**src/rtl/dmem_ctrl_pkg.sv**
```systemverilog
// rtl/dmem_ctrl_pkg.sv - opcodes, byte-enable constants and FSM encodings for dmem_ctrl
package dmem_ctrl_pkg;

    localparam logic [5:0] OP_LB  = 6'h20;
    localparam logic [5:0] OP_LH  = 6'h21;
    localparam logic [5:0] OP_LW  = 6'h23;
    localparam logic [5:0] OP_LBU = 6'h24;
    localparam logic [5:0] OP_LHU = 6'h25;
    localparam logic [5:0] OP_SB  = 6'h28;
    localparam logic [5:0] OP_SH  = 6'h29;
    localparam logic [5:0] OP_SW  = 6'h2b;

    localparam logic [3:0] BE_NONE    = 4'b0000;
    localparam logic [3:0] BE_BYTE0   = 4'b0001;
    localparam logic [3:0] BE_HALF_LO = 4'b0011;
    localparam logic [3:0] BE_HALF_HI = 4'b1100;
    localparam logic [3:0] BE_WORD    = 4'b1111;

    typedef enum logic [1:0] {
        DM_IDLE = 2'd0,
        DM_BUSY = 2'd1,
        DM_DONE = 2'd2
    } dm_state_e;

    // Expand byte enables into a 32-bit lane mask for store-data gating.
    function automatic logic [31:0] be_to_mask(input logic [3:0] be);
        return {{8{be[3]}}, {8{be[2]}}, {8{be[1]}}, {8{be[0]}}};
    endfunction

endpackage

```
**src/rtl/dmem_ctrl_if.sv**
```systemverilog
// rtl/dmem_ctrl_if.sv - req/ack data-memory bus between dmem_ctrl and memory
interface dmem_ctrl_if;
    logic        bus_req;
    logic        bus_we;
    logic [31:0] bus_addr;
    logic [3:0]  bus_be;
    logic [31:0] bus_wdata;
    logic        bus_ack;
    logic [31:0] bus_rdata;

    modport master (
        output bus_req, bus_we, bus_addr, bus_be, bus_wdata,
        input  bus_ack, bus_rdata
    );

    modport slave (
        input  bus_req, bus_we, bus_addr, bus_be, bus_wdata,
        output bus_ack, bus_rdata
    );
endinterface

```
**src/rtl/dmem_ctrl_be_gen.sv**
```systemverilog
// rtl/dmem_ctrl_be_gen.sv - decodes op + low address bits into byte enables and misalign flag
module dmem_ctrl_be_gen
    import dmem_ctrl_pkg::*;
(
    input  logic [5:0] op_i,
    input  logic [1:0] addr_lo_i,
    output logic       valid_o,
    output logic       is_load_o,
    output logic [3:0] be_o,
    output logic       misalign_o
);

    always_comb begin
        valid_o    = 1'b0;
        is_load_o  = 1'b0;
        be_o       = BE_NONE;
        misalign_o = 1'b0;
        unique case (op_i)
            OP_LB, OP_LBU: begin
                valid_o   = 1'b1;
                is_load_o = 1'b1;
                be_o      = BE_WORD;
            end
            OP_LH, OP_LHU: begin
                valid_o    = 1'b1;
                is_load_o  = 1'b1;
                be_o       = BE_WORD;
                misalign_o = addr_lo_i[0];
            end
            OP_LW: begin
                valid_o    = 1'b1;
                is_load_o  = 1'b1;
                be_o       = BE_WORD;
                misalign_o = |addr_lo_i;
            end
            OP_SB: begin
                valid_o = 1'b1;
                be_o    = BE_BYTE0 << addr_lo_i;
            end
            OP_SH: begin
                valid_o    = 1'b1;
                be_o       = addr_lo_i[1] ? BE_HALF_HI : BE_HALF_LO;
                misalign_o = addr_lo_i[0];
            end
            OP_SW: begin
                valid_o    = 1'b1;
                be_o       = BE_WORD;
                misalign_o = |addr_lo_i;
            end
            default: ;
        endcase
    end

endmodule

```
**src/rtl/dmem_ctrl.sv**
```systemverilog
// rtl/dmem_ctrl.sv - MEM-stage load/store controller driving a req/ack data-memory bus
module dmem_ctrl
    import dmem_ctrl_pkg::*;
#(
    parameter int TIMEOUT = 255
)(
    input  logic              clk,
    input  logic              rst_n,
    input  logic              mem_en,
    input  logic [5:0]        op,
    input  logic [31:0]       addr,
    input  logic [31:0]       wdata,
    output logic              stall,
    output logic [31:0]       rdata,
    output logic              rvalid,
    output logic              adel,
    output logic              ades,
    output logic              bus_err,
    dmem_ctrl_if.master       bus
);

    localparam int CW = (TIMEOUT > 255) ? $clog2(TIMEOUT + 1) : 8;
    localparam logic [CW-1:0] CNT_LAST = CW'(TIMEOUT - 1);

    dm_state_e   state_q;
    logic [CW-1:0] cnt_q;
    logic        req_q;
    logic        we_q;
    logic        load_q;
    logic [31:0] addr_q;
    logic [3:0]  be_q;
    logic [31:0] wdata_q;
    logic [31:0] rdata_q;
    logic        rvalid_q;
    logic        err_q;

    logic        op_valid;
    logic        op_load;
    logic [3:0]  op_be;
    logic        op_misalign;

    dmem_ctrl_be_gen u_be_gen (
        .op_i       (op),
        .addr_lo_i  (addr[1:0]),
        .valid_o    (op_valid),
        .is_load_o  (op_load),
        .be_o       (op_be),
        .misalign_o (op_misalign)
    );

    // Decode is only meaningful in IDLE; DONE ignores the still-presented instruction.
    // rst_n gates the combinational outputs so a reset clears them immediately.
    logic present;
    logic accept;
    assign present = rst_n && (state_q == DM_IDLE) && mem_en && op_valid;
    assign accept  = present && !op_misalign;

    assign stall = accept || (state_q == DM_BUSY);
    assign adel  = present && op_misalign && op_load;
    assign ades  = present && op_misalign && !op_load;

    always_ff @(posedge clk or negedge rst_n) begin
        if (!rst_n) begin
            state_q  <= DM_IDLE;
            cnt_q    <= '0;
            req_q    <= 1'b0;
            we_q     <= 1'b0;
            load_q   <= 1'b0;
            addr_q   <= '0;
            be_q     <= '0;
            wdata_q  <= '0;
            rdata_q  <= '0;
            rvalid_q <= 1'b0;
            err_q    <= 1'b0;
        end else begin
            rvalid_q <= 1'b0;
            err_q    <= 1'b0;
            unique case (state_q)
                DM_IDLE: begin
                    if (accept) begin
                        state_q <= DM_BUSY;
                        cnt_q   <= '0;
                        req_q   <= 1'b1;
                        we_q    <= !op_load;
                        load_q  <= op_load;
                        addr_q  <= {addr[31:2], 2'b00};
                        be_q    <= op_be;
                        wdata_q <= op_load ? 32'h0 : (wdata & be_to_mask(op_be));
                    end
                end
                DM_BUSY: begin
                    // Ack takes priority over the timeout expiring in the same cycle.
                    if (bus.bus_ack) begin
                        state_q <= DM_DONE;
                        req_q   <= 1'b0;
                        if (load_q) begin
                            rdata_q  <= bus.bus_rdata;
                            rvalid_q <= 1'b1;
                        end
                    end else if (cnt_q == CNT_LAST) begin
                        state_q <= DM_DONE;
                        req_q   <= 1'b0;
                        rdata_q <= '0;
                        err_q   <= 1'b1;
                    end else begin
                        cnt_q <= cnt_q + 1'b1;
                    end
                end
                DM_DONE: state_q <= DM_IDLE;
                default: state_q <= DM_IDLE;
            endcase
        end
    end

    assign rdata         = rdata_q;
    assign rvalid        = rvalid_q;
    assign bus_err       = err_q;
    assign bus.bus_req   = req_q;
    assign bus.bus_we    = we_q;
    assign bus.bus_addr  = addr_q;
    assign bus.bus_be    = be_q;
    assign bus.bus_wdata = wdata_q;

endmodule

```
**src/flat_wrapper.sv**
```systemverilog
// flat-port wrapper written by rule: the top's interface ports become plain ports
module dmem_ctrl_flat import dmem_ctrl_pkg::*;
#(
    parameter int TIMEOUT = 255
)
  (clk, rst_n, mem_en, op, addr, wdata, stall, rdata, rvalid, adel, ades, bus_err, bus_bus_req, bus_bus_we, bus_bus_addr, bus_bus_be, bus_bus_wdata, bus_bus_ack, bus_bus_rdata);
  dmem_ctrl_if bus_i ();
  input  logic clk;
  input  logic rst_n;
  input  logic mem_en;
  input  logic [5:0] op;
  input  logic [31:0] addr;
  input  logic [31:0] wdata;
  output logic stall;
  output logic [31:0] rdata;
  output logic rvalid;
  output logic adel;
  output logic ades;
  output logic bus_err;
  output wire logic [$bits(bus_i.bus_req)-1:0] bus_bus_req;
  output wire logic [$bits(bus_i.bus_we)-1:0] bus_bus_we;
  output wire logic [$bits(bus_i.bus_addr)-1:0] bus_bus_addr;
  output wire logic [$bits(bus_i.bus_be)-1:0] bus_bus_be;
  output wire logic [$bits(bus_i.bus_wdata)-1:0] bus_bus_wdata;
  input wire logic [$bits(bus_i.bus_ack)-1:0] bus_bus_ack;
  input wire logic [$bits(bus_i.bus_rdata)-1:0] bus_bus_rdata;
  assign bus_bus_req = bus_i.bus_req;
  assign bus_bus_we = bus_i.bus_we;
  assign bus_bus_addr = bus_i.bus_addr;
  assign bus_bus_be = bus_i.bus_be;
  assign bus_bus_wdata = bus_i.bus_wdata;
  assign bus_i.bus_ack = bus_bus_ack;
  assign bus_i.bus_rdata = bus_bus_rdata;
  dmem_ctrl #(.TIMEOUT(TIMEOUT)) u_core (.clk(clk), .rst_n(rst_n), .mem_en(mem_en), .op(op), .addr(addr), .wdata(wdata), .stall(stall), .rdata(rdata), .rvalid(rvalid), .adel(adel), .ades(ades), .bus_err(bus_err), .bus(bus_i));
endmodule
```
**config.mk**
```make
export PLATFORM = sky130hd
export DESIGN_NAME = dmem_ctrl_flat
export DESIGN_NICKNAME = d
export VERILOG_FILES = /design/src/rtl/dmem_ctrl_pkg.sv /design/src/rtl/dmem_ctrl_if.sv /design/src/rtl/dmem_ctrl_be_gen.sv /design/src/rtl/dmem_ctrl.sv /design/src/flat_wrapper.sv
export SDC_FILE = /design/constraint.sdc
export NUM_CORES = 1
export LEC_CHECK = 0
export CAP_MARGIN = 5
export CORE_MARGIN = 1.5
export CORE_UTILIZATION = 46
export CTS_CLUSTER_SIZE = 14
export DETAILED_ROUTE_END_ITERATION = 16
export PLACE_DENSITY = 0.85
export SYNTH_ARGS = -nofsm -noshare
export SYNTH_HDL_FRONTEND = slang
export SYNTH_SLANG_ARGS = --single-unit
```
**constraint.sdc**
```tcl
create_clock -name clk -period 3.4 [get_ports clk]
set_clock_uncertainty 0.1 [all_clocks]
set_input_delay 0.68 -clock clk [delete_from_list [all_inputs] [get_ports clk]]
set_output_delay 0.68 -clock clk [all_outputs]
set_load 0.02 [all_outputs]
```
==> impl_metrics.json <==
{
  "fin_crit_sh_pct": 95.8,
  "syn_inst": 429,
  "dieArea_um2": 11400,
  "fin_crit_ns": 3.26,
  "async_flop_share_pct": 100,
  "start_util_pct": 47.7,
  "synth-edff-count": 0,
  "post_cts_buffers": 0,
  "yosysSeqAreaShare_pct": 56.9,
  "crit_fanout": 3,
  "core-area_um2": 10400,
  "drive_gt1_share_pct": 14.1,
  "synth_ff_type": "dfrtp_1",
  "ant_nets": 0,
  "syn_area_per_cell_um2": 11.6,
  "finalSetupViolCount": 0,
  "tightest_slew_ns": 0.838,
  "antenna_found_initial": 0,
  "dp.cells": 763,
  "grt_pass1_vias": 4508,
  "ys_ff_latch": 113,
  "diodes": 0,
  "io_pins": 213,
  "fin_cells": 795,
  "grt_max_degree": 70,
  "place_area_um2": 7210,
  "netlist_area_um2": 4970,
  "powerDensity_nw_per_um2": 556,
  "totalWireLength_um": 14000,
  "wire_per_inst_um": 17.5,
  "die_w_um": 107,
  "cts_tree": "yes",
  "fin_area_um2": 7810,
  "numPortBuffers": 210,
  "viasPerCell": 5.42,
  "drv_slew": 0,
  "grt.overflow.total": 0,
  "vias": 4306,
  "endpoint_kind": "output pin",
  "post-route-util_pct": 75.0,
  "startpoint_type": "primary input",
  "synth_warnings": 0,
  "cts_max_level": 4,
  "cts_sinks": 113,
  "syn_to_final_growth_pct": 57.0,
  "track_usage_pct": 25.1,
  "cts-buffers-inserted": 17,
  "hp-class": "in2async",
  "max_slew_margin_pct": 44.1,
  "fin_setup_tns_ns": 0,
  "cts_max_path_buffers": 2,
  "dr.pass1.iters": 5,
  "achievable-frequency_ghz": 0.307,
  "cts_root_buf": "clkbuf_8",
  "cp_data_arrival_time_ns": 2.48,
  "status": "complete, no violations",
  "drtIter0Drc": 265,
  "final_cell_mix": "206 x clkdlybuf4s50_1, 113 x dfrtp_1, 36 x o21ai_0",
  "hold_violations": 0,
  "vdd_ir_drop_max_uv": 313,
  "die_h_um": 107,
  "synth_cell_types": 51,
  "fin_nets": 754,
  "gp_congestion": 0.929,
  "clkTransAtPathRegs_ns": 0.06,
  "leakage_nw": 3.51,
  "rows": 37,
  "clk_latency_ns": 0.49,
  "grt_pass1_wl_um": 22300,
  "layout_commonest_cell": "clkdlybuf4s50_1",
  "drv_cap": 0,
  "detailed_place_hpwl_um": 10000,
  "drc_errors": 0,
  "rsz0062_at_grt": "no",
  "crit_required_ns": 2.62,
  "path_class": "in2out"
}
## cell families (layout without fill, tap and decap cells)
kind of cell             count (synthesis)  count (layout)  share of synthesized area, %
XOR/XNOR                                 3               3                         0.528
AO/OA/AOI/OAI                          100             100                          14.1
adder cells (fa/ha/maj)                  2               2                         0.503
multiplexers                            32              32                          7.22
other                                    1               2                        0.0754
flip-flops                             113             113                          56.9
AND/OR/NAND/NOR                        110             110                          14.0
buffers and inverters                   68             297                          6.67
## what timing repair did
action                                 CTS  global route
setup endpoints to repair                3             0
endpoints found under the hold margin    0             0
gates resized for setup                  3             0
hold buffers                             0             0
## state kept, by name, indices dropped and copies added (netlist names)
signal and cells:
u_core.bus.bus_addr 30, u_core.bus.bus_be 4, u_core.bus.bus_req 1, u_core.bus.bus_wdata 32, u_core.bus.bus_we 1, u_core.bus_err 1
u_core.cnt_q 8, u_core.load_q 1, u_core.rdata 32, u_core.rvalid 1, u_core.state_q 2
## worst max-delay path: stages
cell             delay, ns
clkdlybuf4s50_1       0.45
nand4bb_1             0.26
a2111oi_4             0.40
buf_4                 0.19
nand2_4               0.06
nand2_1               0.06
dlygate4sd2_1         0.37
## layer usage
layer	vias to the layer above	part of all wire, %	GRT usage [%]
met5	-	0	0
met4	0	2.5	11.6
met3	28	6.7	6.08
met2	204	51	43.1
met1	2080	40	29.8
li1	1994	-	-
## cell type report
cell class                 count  area (um2)
inverter                      35         131
timing repair buffer         230        2250
clock buffer                  18         418
clock inverter                14         189
sequential                   113        2830
multi-input combinational    249        1830
fill                         691        2610
tap                          136         170
## where the power goes
part / leakage, nW / total, mW / internal (mW) / switching [mW]
Combinational: 1.78 / 0.926 / 0.492 / 0.434
Sequential: 1.43 / 1.62 / 1.51 / 0.106
Clock: 0.291 / 1.80 / 1.19 / 0.610
Total: 3.51 / 4.34 / 3.19 / 1.15
## cell usage after synthesis, types with 2 or more instances
cell	n	area, um2
a21oi_1	11	55.1
a22o_1	32	280
a31oi_1	5	31.3
and3_1	34	213
buf_2	4	20.0
buf_4	3	22.5
buf_6	8	90.1
clkbuf_1	18	67.6
dfrtp_1	113	2830
ha_1	2	25.0
inv_1	35	131
mux2_2	30	338
nand2_1	4	15.0
nand2b_1	3	18.8
nand3_1	4	20.0
nand4_1	35	219
nor2_1	9	33.8
nor2b_1	3	18.8
o211ai_1	4	30.0
o21ai_0	36	180
o21ai_1	2	10.0
or3_1	3	18.8
xor2_1	3	26.3
## final timing paths
check | cells after the start | end | slack (ns) | startpoint
min in group clk | 1 | u_core.bus.bus_addr[28]$_DFFE_PN0P_ | 0.40 | u_core.bus.bus_addr[28]$_DFFE_PN0P_
setup / recovery | 7 | stall | 0.14 | mem_en
max in group asynchronous | 3 | u_core.cnt_q[4]$_DFFE_PN0P_ | 1.76 | rst_n
hold / removal | 2 | u_core.rdata[9]$_DFFE_PN0P_ | 0.18 | rst_n
hold reg to reg | 1 | u_core.bus.bus_addr[28]$_DFFE_PN0P_ | 0.40 | u_core.bus.bus_addr[28]$_DFFE_PN0P_
setup reg to reg | 6 | u_core.bus.bus_addr[8]$_DFFE_PN0P_ | 1.00 | u_core.state_q[1]$_DFFE_PN0P_
## through the flow
step	hold slack (ns)	worst slack (ns)	power, mW
finish	0.175	0.143	4.34
global route	0.212	0.0572	4.53
CTS	0.175	0.169	4.39
detailed placement	0.393	-0.108	2.57
global placement	0.378	-0.100	2.54
floorplan	0.284	0.741	2.03
No activity file was read; power rests on OpenSTA's default activity.
